### config.mk
export PLATFORM = sky130hd
export DESIGN_NAME = alu_op_sequencer_flat
export DESIGN_NICKNAME = d
export VERILOG_FILES = /design/src/rtl/alu_op_sequencer_if.sv /design/src/rtl/alu_op_sequencer.sv /design/src/flat_wrapper.sv
export SDC_FILE = /design/constraint.sdc
export NUM_CORES = 1
export LEC_CHECK = 0
export CAP_MARGIN = 10
export CORE_MARGIN = 1.5
export CORE_UTILIZATION = 50
export CTS_BUF_LIST = sky130_fd_sc_hd__clkbuf_16
export DETAILED_ROUTE_END_ITERATION = 7
export PLACE_DENSITY = 0.72
export SLEW_MARGIN = 0
export SYNTH_ARGS = -nofsm -noshare
export SYNTH_HDL_FRONTEND = slang
export SYNTH_SLANG_ARGS = --single-unit
### constraint.sdc
create_clock -name clk -period 3.15 [get_ports clk]
set_clock_uncertainty 0.15 [all_clocks]
set_input_delay 0.63 -clock clk [delete_from_list [all_inputs] [get_ports clk]]
set_output_delay 0.63 -clock clk [all_outputs]
set_load 0.02 [all_outputs]
### src/rtl/alu_op_sequencer_if.sv
// Host/config and ALU-facing bus of the ALU operation sequencer.
// The sequencer attaches through the slave modport; host and ALU sit on the master side.
interface alu_op_sequencer_if #(
  parameter int AW = 3
);
  // program load
  logic          wr_en;
  logic [AW-1:0] wr_addr;
  logic [7:0]    wr_a;
  logic [7:0]    wr_b;
  logic [5:0]    wr_sel;

  // run control and status
  logic          start;
  logic [AW:0]   num_ops;
  logic          busy;
  logic          done;
  logic [7:0]    sig;

  // ALU datapath
  logic [7:0]    alu_a;
  logic [7:0]    alu_b;
  logic [5:0]    alu_sel;
  logic [7:0]    alu_f;

  // result buffer read port
  logic [AW-1:0] rd_addr;
  logic [7:0]    rd_data;

  modport slave (
    input  wr_en, wr_addr, wr_a, wr_b, wr_sel,
    input  start, num_ops,
    output busy, done, sig,
    output alu_a, alu_b, alu_sel,
    input  alu_f,
    input  rd_addr,
    output rd_data
  );

  modport master (
    output wr_en, wr_addr, wr_a, wr_b, wr_sel,
    output start, num_ops,
    input  busy, done, sig,
    input  alu_a, alu_b, alu_sel,
    output alu_f,
    output rd_addr,
    input  rd_data
  );
endinterface

### src/rtl/alu_op_sequencer.sv
// Replays a stored {A, B, Sel} program into an ALU181, captures each F into a
// result buffer and folds every captured result into a rotate-xor signature.
module alu_op_sequencer #(
  parameter int DEPTH      = 8,
  parameter int AW         = 3,
  parameter int SETTLE_CYC = 1
) (
  input logic               clk,
  input logic               rst,
  alu_op_sequencer_if.slave bus
);

  localparam int CW = (SETTLE_CYC < 2) ? 1 : $clog2(SETTLE_CYC + 1);
  localparam logic [CW-1:0] SETTLE_INIT = CW'(SETTLE_CYC);
  localparam logic [AW:0]   DEPTH_N     = (AW + 1)'(DEPTH);

  typedef enum logic [2:0] {
    S_IDLE,
    S_APPLY,
    S_SETTLE,
    S_CAPTURE,
    S_DONE
  } state_t;

  state_t state;
  state_t state_nx;

  logic [7:0]    prog_a   [DEPTH];
  logic [7:0]    prog_b   [DEPTH];
  logic [5:0]    prog_sel [DEPTH];
  logic [7:0]    result   [DEPTH];

  logic [AW-1:0] idx;
  logic [AW:0]   n_ops;
  logic [CW-1:0] settle_cnt;
  logic [7:0]    alu_a;
  logic [7:0]    alu_b;
  logic [5:0]    alu_sel;
  logic [7:0]    sig;
  logic          busy;
  logic          done;

  logic [AW:0]   start_n;
  logic          last_op;

  assign start_n = (bus.num_ops > DEPTH_N) ? DEPTH_N : bus.num_ops;
  assign last_op = ({1'b0, idx} == (n_ops - (AW + 1)'(1)));

  always_comb begin
    state_nx = state;
    busy     = 1'b0;
    done     = 1'b0;
    case (state)
      S_IDLE: begin
        if (bus.start) begin
          state_nx = (start_n == '0) ? S_DONE : S_APPLY;
        end
      end
      S_APPLY: begin
        busy     = 1'b1;
        state_nx = S_SETTLE;
      end
      S_SETTLE: begin
        busy = 1'b1;
        if (settle_cnt == CW'(1)) begin
          state_nx = S_CAPTURE;
        end
      end
      S_CAPTURE: begin
        busy     = 1'b1;
        state_nx = last_op ? S_DONE : S_APPLY;
      end
      S_DONE: begin
        done     = 1'b1;
        state_nx = S_IDLE;
      end
      default: state_nx = S_IDLE;
    endcase
  end

  always_ff @(posedge clk) begin
    if (rst) begin
      state      <= S_IDLE;
      idx        <= '0;
      n_ops      <= '0;
      settle_cnt <= '0;
      alu_a      <= '0;
      alu_b      <= '0;
      alu_sel    <= '0;
      sig        <= '0;
      for (int unsigned i = 0; i < DEPTH; i++) begin
        result[i] <= '0;
      end
    end else begin
      state <= state_nx;
      case (state)
        S_IDLE: begin
          if (bus.start) begin
            n_ops <= start_n;
            idx   <= '0;
            sig   <= '0;
          end
        end
        S_APPLY: begin
          alu_a      <= prog_a[idx];
          alu_b      <= prog_b[idx];
          alu_sel    <= prog_sel[idx];
          settle_cnt <= SETTLE_INIT;
        end
        S_SETTLE: begin
          settle_cnt <= settle_cnt - CW'(1);
        end
        S_CAPTURE: begin
          result[idx] <= bus.alu_f;
          sig         <= {sig[6:0], sig[7]} ^ bus.alu_f;
          if (!last_op) begin
            idx <= idx + AW'(1);
          end
        end
        default: ;
      endcase
    end
  end

  // Program memory is deliberately left out of reset so a loaded program survives it.
  always_ff @(posedge clk) begin
    if (!rst && state == S_IDLE && bus.wr_en) begin
      prog_a[bus.wr_addr]   <= bus.wr_a;
      prog_b[bus.wr_addr]   <= bus.wr_b;
      prog_sel[bus.wr_addr] <= bus.wr_sel;
    end
  end

  assign bus.alu_a   = alu_a;
  assign bus.alu_b   = alu_b;
  assign bus.alu_sel = alu_sel;
  assign bus.sig     = sig;
  assign bus.busy    = busy;
  assign bus.done    = done;
  assign bus.rd_data = result[bus.rd_addr];

endmodule

### src/flat_wrapper.sv
// flat-port wrapper written by rule: the top's interface ports become plain ports
module alu_op_sequencer_flat 
#(
  parameter int DEPTH      = 8,
  parameter int AW         = 3,
  parameter int SETTLE_CYC = 1
)
  (clk, rst, bus_wr_en, bus_wr_addr, bus_wr_a, bus_wr_b, bus_wr_sel, bus_start, bus_num_ops, bus_busy, bus_done, bus_sig, bus_alu_a, bus_alu_b, bus_alu_sel, bus_alu_f, bus_rd_addr, bus_rd_data);
  alu_op_sequencer_if #(.AW(AW)) bus_i ();
  input logic clk;
  input logic rst;
  input wire logic [$bits(bus_i.wr_en)-1:0] bus_wr_en;
  input wire logic [$bits(bus_i.wr_addr)-1:0] bus_wr_addr;
  input wire logic [$bits(bus_i.wr_a)-1:0] bus_wr_a;
  input wire logic [$bits(bus_i.wr_b)-1:0] bus_wr_b;
  input wire logic [$bits(bus_i.wr_sel)-1:0] bus_wr_sel;
  input wire logic [$bits(bus_i.start)-1:0] bus_start;
  input wire logic [$bits(bus_i.num_ops)-1:0] bus_num_ops;
  output wire logic [$bits(bus_i.busy)-1:0] bus_busy;
  output wire logic [$bits(bus_i.done)-1:0] bus_done;
  output wire logic [$bits(bus_i.sig)-1:0] bus_sig;
  output wire logic [$bits(bus_i.alu_a)-1:0] bus_alu_a;
  output wire logic [$bits(bus_i.alu_b)-1:0] bus_alu_b;
  output wire logic [$bits(bus_i.alu_sel)-1:0] bus_alu_sel;
  input wire logic [$bits(bus_i.alu_f)-1:0] bus_alu_f;
  input wire logic [$bits(bus_i.rd_addr)-1:0] bus_rd_addr;
  output wire logic [$bits(bus_i.rd_data)-1:0] bus_rd_data;
  assign bus_i.wr_en = bus_wr_en;
  assign bus_i.wr_addr = bus_wr_addr;
  assign bus_i.wr_a = bus_wr_a;
  assign bus_i.wr_b = bus_wr_b;
  assign bus_i.wr_sel = bus_wr_sel;
  assign bus_i.start = bus_start;
  assign bus_i.num_ops = bus_num_ops;
  assign bus_busy = bus_i.busy;
  assign bus_done = bus_i.done;
  assign bus_sig = bus_i.sig;
  assign bus_alu_a = bus_i.alu_a;
  assign bus_alu_b = bus_i.alu_b;
  assign bus_alu_sel = bus_i.alu_sel;
  assign bus_i.alu_f = bus_alu_f;
  assign bus_i.rd_addr = bus_rd_addr;
  assign bus_rd_data = bus_i.rd_data;
  alu_op_sequencer #(.DEPTH(DEPTH), .AW(AW), .SETTLE_CYC(SETTLE_CYC)) u_core (.clk(clk), .rst(rst), .bus(bus_i));
endmodule
# Word level (Yosys, flattened, before mapping)
# Memories as Yosys holds them, arrays and structs flattened. A register that Yosys moved wholly into a read port is not among the register bits.
# Cells that the tools add are included.
[word_totals]
ff_bits = 19
ram_bits = 240
input_bits = 44
word_cells = 59
mem_count = 4
[op_classes]
n_addsub = 3
n_lt_le_gt_ge = 1
n_eq_ne = 8
muxes = 24
bitwise = 1
reduce_logical = 13
[memory_table]
columns = ["memory", "words", "word_bits", "rd", "rd_ports_with_merged_regs", "write_ports", "line", "source"]
rows = [
  ["u_core.prog_a", 8, 8, 1, 1, 1, "alu_op_sequencer.sv:28", "logic [7:0] prog_a [DEPTH];"],
  ["u_core.prog_b", 8, 8, 1, 1, 1, "alu_op_sequencer.sv:29", "logic [7:0] prog_b [DEPTH];"],
  ["u_core.result", 8, 8, 1, 0, 8, "alu_op_sequencer.sv:31", "logic [7:0] result [DEPTH];"],
  ["u_core.prog_sel", 8, 6, 1, 1, 1, "alu_op_sequencer.sv:30", "logic [5:0] prog_sel [DEPTH];"],
]
[op_table]
columns = ["operator", "n"]
rows = [
  ["3-bit two-way mux", 7],
  ["8-bit two-way mux", 2],
  ["8-bit case mux with 2 select lines", 1],
  ["3-bit case mux with 4 select lines", 1],
  ["1-bit two-way mux", 10],
  ["8-bit OR reduction", 1],
  ["8-bit XOR", 1],
  ["3-bit by 2-bit == test with 1-bit output (second input constant)", 2],
  ["3-bit case mux with 2 select lines", 1],
  ["2-bit AND reduction", 3],
  ["3-bit by 4-bit == test with 1-bit output", 1],
  ["4-bit greater-than comparator (second input constant)", 1],
  ["4-bit logical NOT", 1],
  ["4-bit two-way mux", 1],
  ["2-bit inequality test (second input constant)", 2],
  ["2-bit nonzero test", 2],
  ["4-bit by 1-bit subtractor with 4-bit output (second input constant)", 1],
  ["3-bit by 1-bit adder with 3-bit output (second input constant)", 1],
  ["3-bit by 1-bit == test with 1-bit output (second input constant)", 1],
  ["3-bit == test (second input constant)", 1],
  ["3-bit logical NOT", 1],
  ["3-bit AND reduction", 1],
  ["3-bit OR reduction", 1],
  ["1-bit logical AND", 2],
  ["4 further kinds", 4],
]

# Longest topological paths before layout
# Gate-level depths: netlist (run 1).
[logic_depth]
ltp_word = 6
depth_mapped = 7
ltp_nobuf = 7

# Least setup slack after synthesis (run 1)
# No wires, ideal clock.
[synth_path]
path_kind = "input to register"
from = "in rst"
to = "mem u_core.prog_a[0][0], enable pin"
setup_time_ns = 0.429
t_arrival_ns = 2.715
required_ns = 2.571
setup_slack_ns = -0.144
cell_stages = 4
n_path_buf = 1
cell_sequence = "buf_4 nor2_1 nand4b_1 nor3_1"
[synth_via]
elab_chain_cells = 5
[synth_lines]
columns = ["item", "line", "source"]
rows = [
  ["start, declared", "flat_wrapper.sv:11", "input logic rst;"],
  ["1-bit logical NOT", "alu_op_sequencer.sv:127", "if (!rst && state == S_IDLE && bus.wr_en) begin"],
  ["1-bit logical AND (2 in series)", "alu_op_sequencer.sv:127", ""],
  ["1-bit two-way mux", "alu_op_sequencer.sv:127", ""],
  ["1-bit two-way mux (not written as such)", "alu_op_sequencer.sv:128", "prog_a[bus.wr_addr] <= bus.wr_a;"],
  ["end, declared", "alu_op_sequencer.sv:28", ""],
]
# No other way between the ends.

# Worst setup path in the final report (run 1)
[layout_path]
from = "in bus_rd_addr[0]"
to = "out bus_rd_data[7]"
[layout_via]
elab_chain_cells = 1
[layout_lines]
columns = ["item", "line", "source"]
rows = [
  ["start, declared", "flat_wrapper.sv:26", "input wire logic [$bits(bus_i.rd_addr)-1:0] bus_rd_addr;"],
  ["memory read 8 x 8 bit", "--", ""],
  ["end, declared", "flat_wrapper.sv:27", "output wire logic [$bits(bus_i.rd_data)-1:0] bus_rd_data;"],
]
# No other way between the ends.

==> results of run 1 <==
## where the power goes
group / switching [W] / total [W] / internal (W)
Sequential: 0.0000758 / 0.00424 / 0.00416
Clock: 0.00135 / 0.00310 / 0.00175
Combinational: 0.000430 / 0.000775 / 0.000345
## final cells by class
class                      instances  area (um^2)
antenna                            1         2.50
multi-input combinational        330         3130
inverter                           4         15.0
tap                              280          350
clock inverter                    25          148
fill                            1594         8520
sequential                       281         8030
timing repair buffer             114         1100
clock buffer                      29          726
## routing by layer
layer / vias up / global-route usage
met4: 0 / 0.0652
met5: - / 0
li1: 2768 / -
met3: 45 / 0.0335
met2: 180 / 0.371
met1: 3116 / 0.261
## registers in the layout, indices dropped and copies added, names as in the netlist
name / count
u_core.prog_a: 64
u_core.idx: 3
u_core.settle_cnt: 1
u_core.bus.alu_a: 8
u_core.state: 3
u_core.bus.alu_b: 8
u_core.prog_b: 64
u_core.bus.alu_sel: 6
u_core.n_ops: 4
u_core.bus.sig: 8
u_core.result: 64
u_core.prog_sel: 48
## through the flow
stage                     utilization  instances  total power, W  worst slack [ns]
after floorplan                     -        647         0.00473             0.375
after global placement          0.572       1008         0.00507            -0.280
after detailed placement        0.572       1008         0.00510            -0.326
after CTS                       0.613       1063         0.00817            0.0555
after global routing            0.613       1063         0.00838           0.00362
final                           0.613       1064         0.00811            0.0583
## worst max-delay path: stages
cell and delay [ns]:
dlygate4sd2_1 0.28, bufbuf_16 0.31, mux4_2 0.51, mux2_2 0.29, clkdlybuf4s15_1 0.29
## cells in the mapped netlist, types with 5 or more instances
cell        n  area share
and2_1     66       0.036
clkbuf_1    8      0.0027
buf_2      14      0.0062
a211oi_1   20       0.013
nor3_1      5      0.0022
mux2i_1    25       0.022
a21oi_1     7      0.0031
a22oi_1     8      0.0053
mux2_2      9      0.0090
mux4_2     56        0.11
o21ai_0     7      0.0031
edfxtp_1  240        0.64
nand2_1    13      0.0043
dfxtp_1    41       0.073
nor2_1     60       0.020
xor2_1     10      0.0077
## kinds of logic (layout without fill, tap and decap cells)
logic type                 count (synthesis)  after routing  synth area share
adders and majority gates                  2              2           0.00221
AOI/OAI and AO/OA                         58             58            0.0389
muxes                                     90             90             0.142
xor gates and xnor gates                  13             13            0.0101
and+or+nand+nor                          167            167            0.0793
buffers and inverters                     36            172            0.0179
DFF                                      281            281             0.709
other                                      0              1                 0
## path summary, 6_finish.rpt
kind,cells past startpoint,slack (ns),start,end
setup / recovery,5,0.06,bus_rd_addr[0],bus_rd_data[7]
hold / removal,2,0.35,u_core.n_ops[1],u_core.n_ops[1]
setup reg to reg,4,0.74,u_core.state[0],u_core.prog_sel[5][5]
hold reg to reg,2,0.35,u_core.n_ops[1],u_core.n_ops[1]
## timing repair
| item | 4_1_cts | 5_1_grt |
|---|---|---|
| resized for setup | 9 | 1 |
| setup endpoints to repair | 8 | 1 |
| gates cloned | 1 | 0 |
==> key figures, run 1 <==
Status
  • Status: completed

Placed design
  • DP HPWL: 15.2 mm
  • IO Port Bufs: 83
  • Cell Area, Placed: 12,600 um^2
  • Final GP Congestion: 0.854

CTS
  • TritonCTS clock tree: yes
  • Setup Buffers After CTS: 0
  • Insertion delay to the later sink of the worst-skew pair: 0.54 ns
  • TritonCTS Sinks: 281
  • Hold Buf Count CTS: 0
  • Max clock buf depth: 3
  • H-tree levels: 1
  • Num CTS Buffers: 29
  • Clock root cell: clkbuf_16
  • Clock transition at the registers of the reported paths: 0.06 ns

Synth
  • Syn_area_per_cell: 17.5 um^2
  • Synth unique cells: 47
  • Yosys reg bits: 281
  • Synth Flop Type: edfxtp_1
  • Asr flop ratio synth: 0
  • Synth Warn #: 0
  • Post-synth EDFFs: 240
  • Synth Instances: 647
  • Mapped Nets: 693
  • Seq/Total Area, Yosys: 0.709
  • Post-Syn Area: 11,300 um^2

Pwr
  • LEAKAGE: 4.51 nW
  • P per Cell Area: 601 nW/um^2
  • Worst IR drop on VDD: 684 uV

Floorplanning
  • Area of the die: 23,600 um^2
  • Row count: 54
  • Core area: 22,000 um^2
  • Die Span Y: 153 um
  • Die X: 153 um
  • Starting Density: 0.514
  • I/O Pins: 84

Detailed routing
  • Via/cell ratio: 5.74
  • Met3 wire len: 1.23 mm
  • DR top layer: met4
  • DRC: 0
  • Met2 wire length: 12.2 mm
  • Total wire length: 23.8 mm
  • Vias: 6,109
  • WL met1: 9.73 mm
  • Pre-Repair DR Iteration Count: 4
  • DR WL/cell: 22.3 um
  • Drt initial violations: 320
  • Final ANT Viol Nets: 0

Final layout
  • Area growth syn-to-layout: 19.3%
  • Commonest non-fill, non-tap cells in the layout: edfxtp_1 (240), clkdlybuf4s50_1 (73), and2_1 (66)
  • Layout cells sized above 1: 0.202
  • Final net count: 806
  • Finished layout cell area: 13,500 um^2
  • Most common cell after layout, fill and taps aside: edfxtp_1

STA
  • Final setup violation count: 0
  • Fin Hold WS: 0.348 ns
  • Total negative setup slack: 0 ns
  • Worst Max-Slew Pin Slew: 0.711 ns
  • Crit share post-route: 0.981
  • Minimum clock period: 3.09 ns
  • Max-slew violation count: 0
  • Rel. slew slack: 0.526
  • Peak Freq: 323 MHz
  • Endpoints failing hold: 0
  • RSZ-0062 raised after global routing: no

Worst setup path
  • Worst EP required: 2.37 ns
  • CP Max Fanout: 8
  • WS Path Type: primary input to output port
  • CP endpoint kind: output port
  • Crit path launch type: primary input
  • Data arrival time of the worst path: 2.31 ns

Worst hold path
  • Min-Delay Path Class: flop to flop

GRT
  • Antenna violations before repair: 1
  • GRT overflow: 0
  • Global-route wire length before repair: 37.1 mm
  • GRT Total Usage: 0.208
  • Pin count of the biggest net entering global routing: 44
  • Vias in the first global route: 6,451

Flow run
  • Max-cap violations: 0
(Power assumes the default switching activity.)
==> run 2, diff against run 1 <==
- DONT_BUFFER_PORTS: default -> 1
- PLACE_DENSITY: 0.72 -> 0.68
==> run 2 against run 1 <==
  * Non-clock buffer count shrank 78
  * Power shrank 0.24%
  * Critical path type is now flop to output port
  * Register-to-register slack gained 0.15 ns
  * Largest power group unchanged
  * First-iteration DRC count grew 53%
  * Critical endpoint is now bus_busy
  * Global-route usage shrank 0.33 points
  * Sequential share of layout area grew 3.4 points
  * Cell count shrank 7.6%
  * Clock power grew 6.8%
==> key figures, run 2 (synthesized netlist as in run 1, its figures left out) <==
Floorplanning
  • Row count: 54 (unchanged)
  • Die Span Y: 153 um (unchanged)
  • Die X: 153 um (unchanged)
  • Area of the die: 23,600 um^2 (unchanged)
  • Starting Density: 0.514 (unchanged)
  • I/O Pins: 84 (unchanged)
  • Core area: 22,000 um^2 (unchanged)

Placed design
  • Cell Area, Placed: 11,700 um^2 (was 12,600 um^2)
  • Final GP Congestion: 0.842 (was 0.854)
  • IO Port Bufs: 0 (was 83)
  • Placed Cells: 920 (was 1,008)
  • DP HPWL: 14.7 mm (was 15.2 mm)

Worst hold path
  • Min-Delay Path Class: primary input to flop (was flop to flop)

GRT
  • Antenna violations before repair: 0 (was 1)
  • Global-route wire length before repair: 36.1 mm (was 37.1 mm)
  • GRT overflow: 0 (unchanged)
  • Vias in the first global route: 6,047 (was 6,451)
  • Pin count of the biggest net entering global routing: 45 (was 44)
  • GRT Total Usage: 0.204 (was 0.208)

Worst setup path
  • Critical path's largest stage delay: 0.69 ns (was 0.51 ns)
  • Worst path cell trace: nor2_1, nor2_1 (was dlygate4sd2_1, bufbuf_16, mux4_2, mux2_2, clkdlybuf4s15_1)
  • CP Max Fanout: 13 (was 8)
  • Worst path bufs/invs: 0 (was 3)
  • WS Path Type: flop to output port (was primary input to output port)
  • Crit path launch type: flop (was primary input)
  • Slowest CP cell: dfxtp_1 (was mux4_2)
  • Top delay family on crit path: flip-flops (was buffers and inverters)
  • Data arrival time of the worst path: 1.88 ns (was 2.31 ns)
  • Worst path most repeated cell: nor2_1
  • Worst EP required: 2.37 ns (about the same)
  • CP endpoint kind: output port (unchanged)

Detailed routing
  • Met3 wire len: 1.75 mm (was 1.23 mm)
  • Via/cell ratio: 5.88 (was 5.74)
  • WL met1: 9.35 mm (was 9.73 mm)
  • DRC: 0 (unchanged)
  • DR top layer: met4 (unchanged)
  • Met2 wire length: 11.8 mm (was 12.2 mm)
  • Total wire length: 23.5 mm (was 23.8 mm)
  • DR WL/cell: 23.9 um (was 22.3 um)
  • Pre-Repair DR Iteration Count: 4 (unchanged)
  • Final ANT Viol Nets: 0 (unchanged)
  • Drt initial violations: 490 (was 320)
  • Vias: 5,779 (was 6,109)

Final layout
  • Final cell count without fillers: 983 (was 1,064)
  • Area growth syn-to-layout: 12.9% (was 19.3%)
  • Commonest non-fill, non-tap cells in the layout: edfxtp_1 (240), and2_1 (66), mux4_2 (56) (was edfxtp_1 (240), clkdlybuf4s50_1 (73), and2_1 (66))
  • Most common cell after layout, fill and taps aside: edfxtp_1 (unchanged)
  • Final net count: 727 (was 806)
  • Diodes inserted: 0 (was 1)
  • Layout cells sized above 1: 0.220 (was 0.202)
  • Top Registers: u_core.prog_a (64), u_core.prog_b (64), u_core.result (64) (unchanged)
  • Finished layout cell area: 12,800 um^2 (was 13,500 um^2)

CTS
  • Setup Buffers After CTS: 0 (unchanged)
  • Insertion delay to the later sink of the worst-skew pair: 0.55 ns (was 0.54 ns)
  • Hold Buf Count CTS: 5 (was 0)
  • TritonCTS clock tree: yes (unchanged)
  • Clock transition at the registers of the reported paths: 0.06 ns (about the same)
  • Clock root cell: clkbuf_16 (unchanged)
  • Num CTS Buffers: 28 (was 29)
  • Max clock buf depth: 3 (unchanged)
  • CTS resizes: 0 (was 9)
  • H-tree levels: 1 (unchanged)
  • TritonCTS Sinks: 281 (unchanged)

STA
  • RSZ-0062 raised after global routing: no (unchanged)
  • Minimum clock period: 2.66 ns (was 3.09 ns)
  • Endpoints failing hold: 0 (unchanged)
  • Fin Hold WS: 0.0161 ns (was 0.348 ns)
  • Final setup violation count: 0 (unchanged)
  • Max-slew violation count: 0 (unchanged)
  • Rel. slew slack: 0.346 (was 0.526)
  • Total negative setup slack: 0 ns (unchanged)
  • Crit share post-route: 0.844 (was 0.981)
  • Peak Freq: 376 MHz (was 323 MHz)
  • Worst Max-Slew Pin Slew: 0.981 ns (was 0.711 ns)

Status
  • Status: completed (unchanged)

Pwr
  • Worst IR drop on VDD: 452 uV (was 684 uV)
  • LEAKAGE: 4.21 nW (was 4.51 nW)
  • P per Cell Area: 633 nW/um^2 (was 601 nW/um^2)

Flow run
  • Max-cap violations: 0 (unchanged)
-- run 2: where the power goes --
group	internal, W	total (W)	switching [W]
sequential	0.00416	0.00433	0.000162
clock	0.00195	0.00331	0.00136
combinational	0.000196	0.000457	0.000261
-- run 2: metrics by stage --
stage	util	setup slack, ns	power, W
6_report	0.580	0.491	0.00809
5_1_grt	0.580	0.421	0.00835
3_3_place_gp	0.533	0.863	0.00482
2_1_floorplan	-	0.375	0.00473
4_1_cts	0.578	0.500	0.00814
3_5_place_dp	0.533	0.785	0.00484
-- run 2: cell type report --
| cell class | instances | area (um^2) |
|---|---|---|
| clock buffer | 28 | 701 |
| clock inverter | 24 | 233 |
| fill | 1648 | 9240 |
| inverter | 4 | 15.0 |
| multi-input combinational | 330 | 3130 |
| sequential | 281 | 8030 |
| tap | 280 | 350 |
| timing repair buffer | 36 | 320 |
-- run 2: worst register-to-register path, stage by stage (launching register included) --
cell and delay (ns):
dfxtp_2 0.97, nand2b_1 0.36, o21ai_0 0.28, buf_4 0.21
-- run 2: worst paths after layout --
kind	startpoint	end	slack (ns)	cells after the start
hold reg to reg	u_core.n_ops[1]	u_core.n_ops[1]	0.36	2
hold / removal	bus_wr_a[3]	u_core.prog_a[7][3]	0.02	0
setup reg to reg	u_core.idx[1]	u_core.result[3][6]	0.89	3
setup / recovery	u_core.state[1]	bus_busy	0.49	2
-- run 2: routing by layer --
layer  vias to the layer above  global-route usage
met5                         -                   0
li1                       2597                   -
met3                        40              0.0437
met4                         0              0.0606
met2                       210               0.352
met1                      2932               0.263
==> run 3, diff against run 2 <==
- clock period: 3.15 -> 2.3 ns (I/O delays scaled with it)
==> run 3 against run 2 <==
  * The flow now finishes with violations (setup timing)
  * Non-clock buffer count is 36 higher
  * Clock power is 25% higher
  * Utilization is 1.6 points higher
  * Sequential power is 36% higher
==> key figures, run 3 (synthesized netlist as in run 1, its figures left out) <==
Worst setup path
  • Worst EP required: 1.69 ns (was 2.37 ns)
  • WS Path Type: flop to output port (unchanged)
  • Data arrival time of the worst path: 1.78 ns (was 1.88 ns)
  • CP Max Fanout: 1 (was 13)
  • CP endpoint kind: output port (unchanged)
  • R2R setup slack: 0.17 ns (was 0.89 ns)
  • Critical path's largest stage delay: 0.53 ns (was 0.69 ns)
  • Crit path launch: u_core.result[7][5] (was u_core.state[1])
  • Slowest CP cell: mux4_2 (was dfxtp_1)
  • FF-to-FF Start: u_core.state[2] (was u_core.idx[1])
  • FF-to-FF path depth: 5 (was 3)
  • Worst path cell trace: mux4_2, mux2_4 (was nor2_1, nor2_1)
  • R2R Path End: u_core.n_ops[2] (was u_core.result[3][6])
  • Crit path launch type: flop (unchanged)

Final layout
  • Most common cell after layout, fill and taps aside: edfxtp_1 (unchanged)
  • Finished layout cell area: 13,100 um^2 (was 12,800 um^2)
  • Final cell count without fillers: 1,018 (was 983)
  • Area growth syn-to-layout: 16.0% (was 12.9%)
  • Final net count: 763 (was 727)
  • Layout cells sized above 1: 0.220 (about the same)
  • Diodes inserted: 0 (unchanged)
  • Commonest non-fill, non-tap cells in the layout: edfxtp_1 (240), and2_1 (66), mux4_2 (56) (unchanged)
  • Top Registers: u_core.prog_a (64), u_core.prog_b (64), u_core.result (64) (unchanged)

Detailed routing
  • Final ANT Viol Nets: 0 (unchanged)
  • Pre-Repair DR Iteration Count: 5 (was 4)
  • DR WL/cell: 22.4 um (was 23.9 um)
  • Via/cell ratio: 5.82 (was 5.88)
  • Drt initial violations: 430 (was 490)
  • DRC: 0 (unchanged)
  • Total wire length: 22.8 mm (was 23.5 mm)
  • Vias: 5,925 (was 5,779)

CTS
  • TritonCTS clock tree: yes (unchanged)
  • H-tree levels: 1 (unchanged)
  • Clock root cell: clkbuf_16 (unchanged)
  • Num CTS Buffers: 28 (unchanged)
  • Max clock buf depth: 3 (unchanged)
  • Clock transition at the registers of the reported paths: 0.06 ns (about the same)
  • Insertion delay to the later sink of the worst-skew pair: 0.55 ns (about the same)
  • TritonCTS Sinks: 281 (unchanged)
  • Setup Buffers After CTS: 0 (unchanged)

GRT
  • Vias in the first global route: 6,131 (was 6,047)
  • Global-route wire length before repair: 35.7 mm (was 36.1 mm)
  • GRT Total Usage: 0.199 (was 0.204)
  • Pin count of the biggest net entering global routing: 45 (unchanged)
  • GRT overflow: 0 (unchanged)
  • Antenna violations before repair: 0 (unchanged)

Flow run
  • Max-cap violations: 0 (unchanged)

Floorplanning
  • Area of the die: 23,600 um^2 (unchanged)
  • I/O Pins: 84 (unchanged)
  • Core area: 22,000 um^2 (unchanged)
  • Die X: 153 um (unchanged)
  • Die Span Y: 153 um (unchanged)
  • Starting Density: 0.514 (unchanged)
  • Row count: 54 (unchanged)

Placed design
  • DP HPWL: 14.9 mm (was 14.7 mm)
  • Final GP Congestion: 0.768 (was 0.842)
  • Cell Area, Placed: 11,900 um^2 (was 11,700 um^2)
  • Placed Cells: 931 (was 920)
  • IO Port Bufs: 0 (unchanged)

STA
  • Post-route worst setup slack: -0.0865 ns (was 0.491 ns)
  • Max-slew violation count: 0 (unchanged)
  • RSZ-0062 raised after global routing: yes (was no)
  • Peak Freq: 419 MHz
  • Final setup violation count: 8 (was 0)
  • Crit share post-route: 1.04
  • Worst Max-Slew Pin Slew: 0.616 ns (was 0.981 ns)
  • Minimum clock period: 2.39 ns
  • Rel. slew slack: 0.588 (was 0.346)
  • Endpoints failing hold: 0 (unchanged)

Worst hold path
  • WHS Endpoint: u_core.bus.sig[7] (was u_core.prog_a[7][3])
  • Hold Startpoint: bus_alu_f[7] (was bus_wr_a[3])
  • WHS Path Cells: 3 (was 0)
  • Min-Delay Path Class: primary input to flop (unchanged)

Pwr
  • LEAKAGE: 4.39 nW (was 4.21 nW)
  • P per Cell Area: 826 nW/um^2 (was 633 nW/um^2)
  • Worst IR drop on VDD: 793 uV (was 452 uV)

Status
  • Status: finished with violations (was completed)
  • Failing checks: setup timing
[run 3: changes by cell type in the layout (fill, tap and decap cells not counted), moves of 2 or more]
| cell | delta |
|---|---|
| bufinv_16 | -3 |
| mux2_2 | -8 |
| buf_12 | +6 |
| buf_4 | +5 |
| clkinv_2 | -2 |
| clkinv_1 | -2 |
| inv_1 | +5 |
| dlygate4sd3_1 | +25 |
| mux2_4 | +8 |
[run 3: what timing repair did]
item	in CTS	in global routing
endpoints found under the setup margin	8	8
endpoints found under the hold margin	278	0
resized for setup	8	0
hold buffers	36	0
[run 3: cell type report]
class | count | area (um^2)
timing repair buffer | 72 | 728
fill | 1626 | 8900
multi-input combinational | 330 | 3160
tap | 280 | 350
clock buffer | 28 | 701
clock inverter | 23 | 138
sequential | 281 | 8030
inverter | 4 | 15.0
[run 3: how the worst max path moves through the flow]
| stage | to | slack, ns | cells after the start |
|---|---|---|---|
| 2_1_floorplan | u_core.prog_a[6][0] | -0.25 | 4 |
| 5_1_grt | bus_rd_data[5] | -0.12 | 2 |
| 6_report | bus_rd_data[5] | -0.09 | 2 |
| 4_1_cts | bus_rd_data[5] | -0.11 | 2 |
| 3_3_place_gp | u_core.prog_b[3][6] | 0.26 | 4 |
| 3_5_place_dp | u_core.prog_b[2][6] | 0.22 | 4 |
[run 3: metrics by stage]
stage	power (W)	worst slack [ns]	TNS, ns	hold WS (ns)	utilization
floorplan	0.00648	-0.246	-39.03	0.308	-
global placement	0.00665	0.263	0	0.326	0.540
detailed placement	0.00667	0.217	0	0.349	0.540
CTS	0.0109	-0.113	-0.642	0.0218	0.596
global route	0.0112	-0.123	-0.720	0.0542	0.596
finish	0.0108	-0.0865	-0.408	0.0383	0.596
[run 3: critical path, delay by kind of cell (launching register included)]
family | cells | cell delay [ns]
flops | 1 | 0.39
mux | 2 | 0.85
[run 3: report_power, final]
part           leakage, nW  total, W  switching, W  internal [W]
Sequential            2.58   0.00591      0.000211       0.00570
Clock                0.448   0.00415       0.00184       0.00231
Combinational         1.36  0.000771      0.000436      0.000335
Total                 4.39    0.0108       0.00249       0.00835
[run 3: metal layers]
metal | track usage | up-vias | routed length, um
met5 | 0 | - | 0
met4 | 0.0638 | 0 | 719
met3 | 0.0468 | 47 | 1440
met2 | 0.352 | 163 | 11700
met1 | 0.242 | 3038 | 8960
li1 | - | 2677 | -
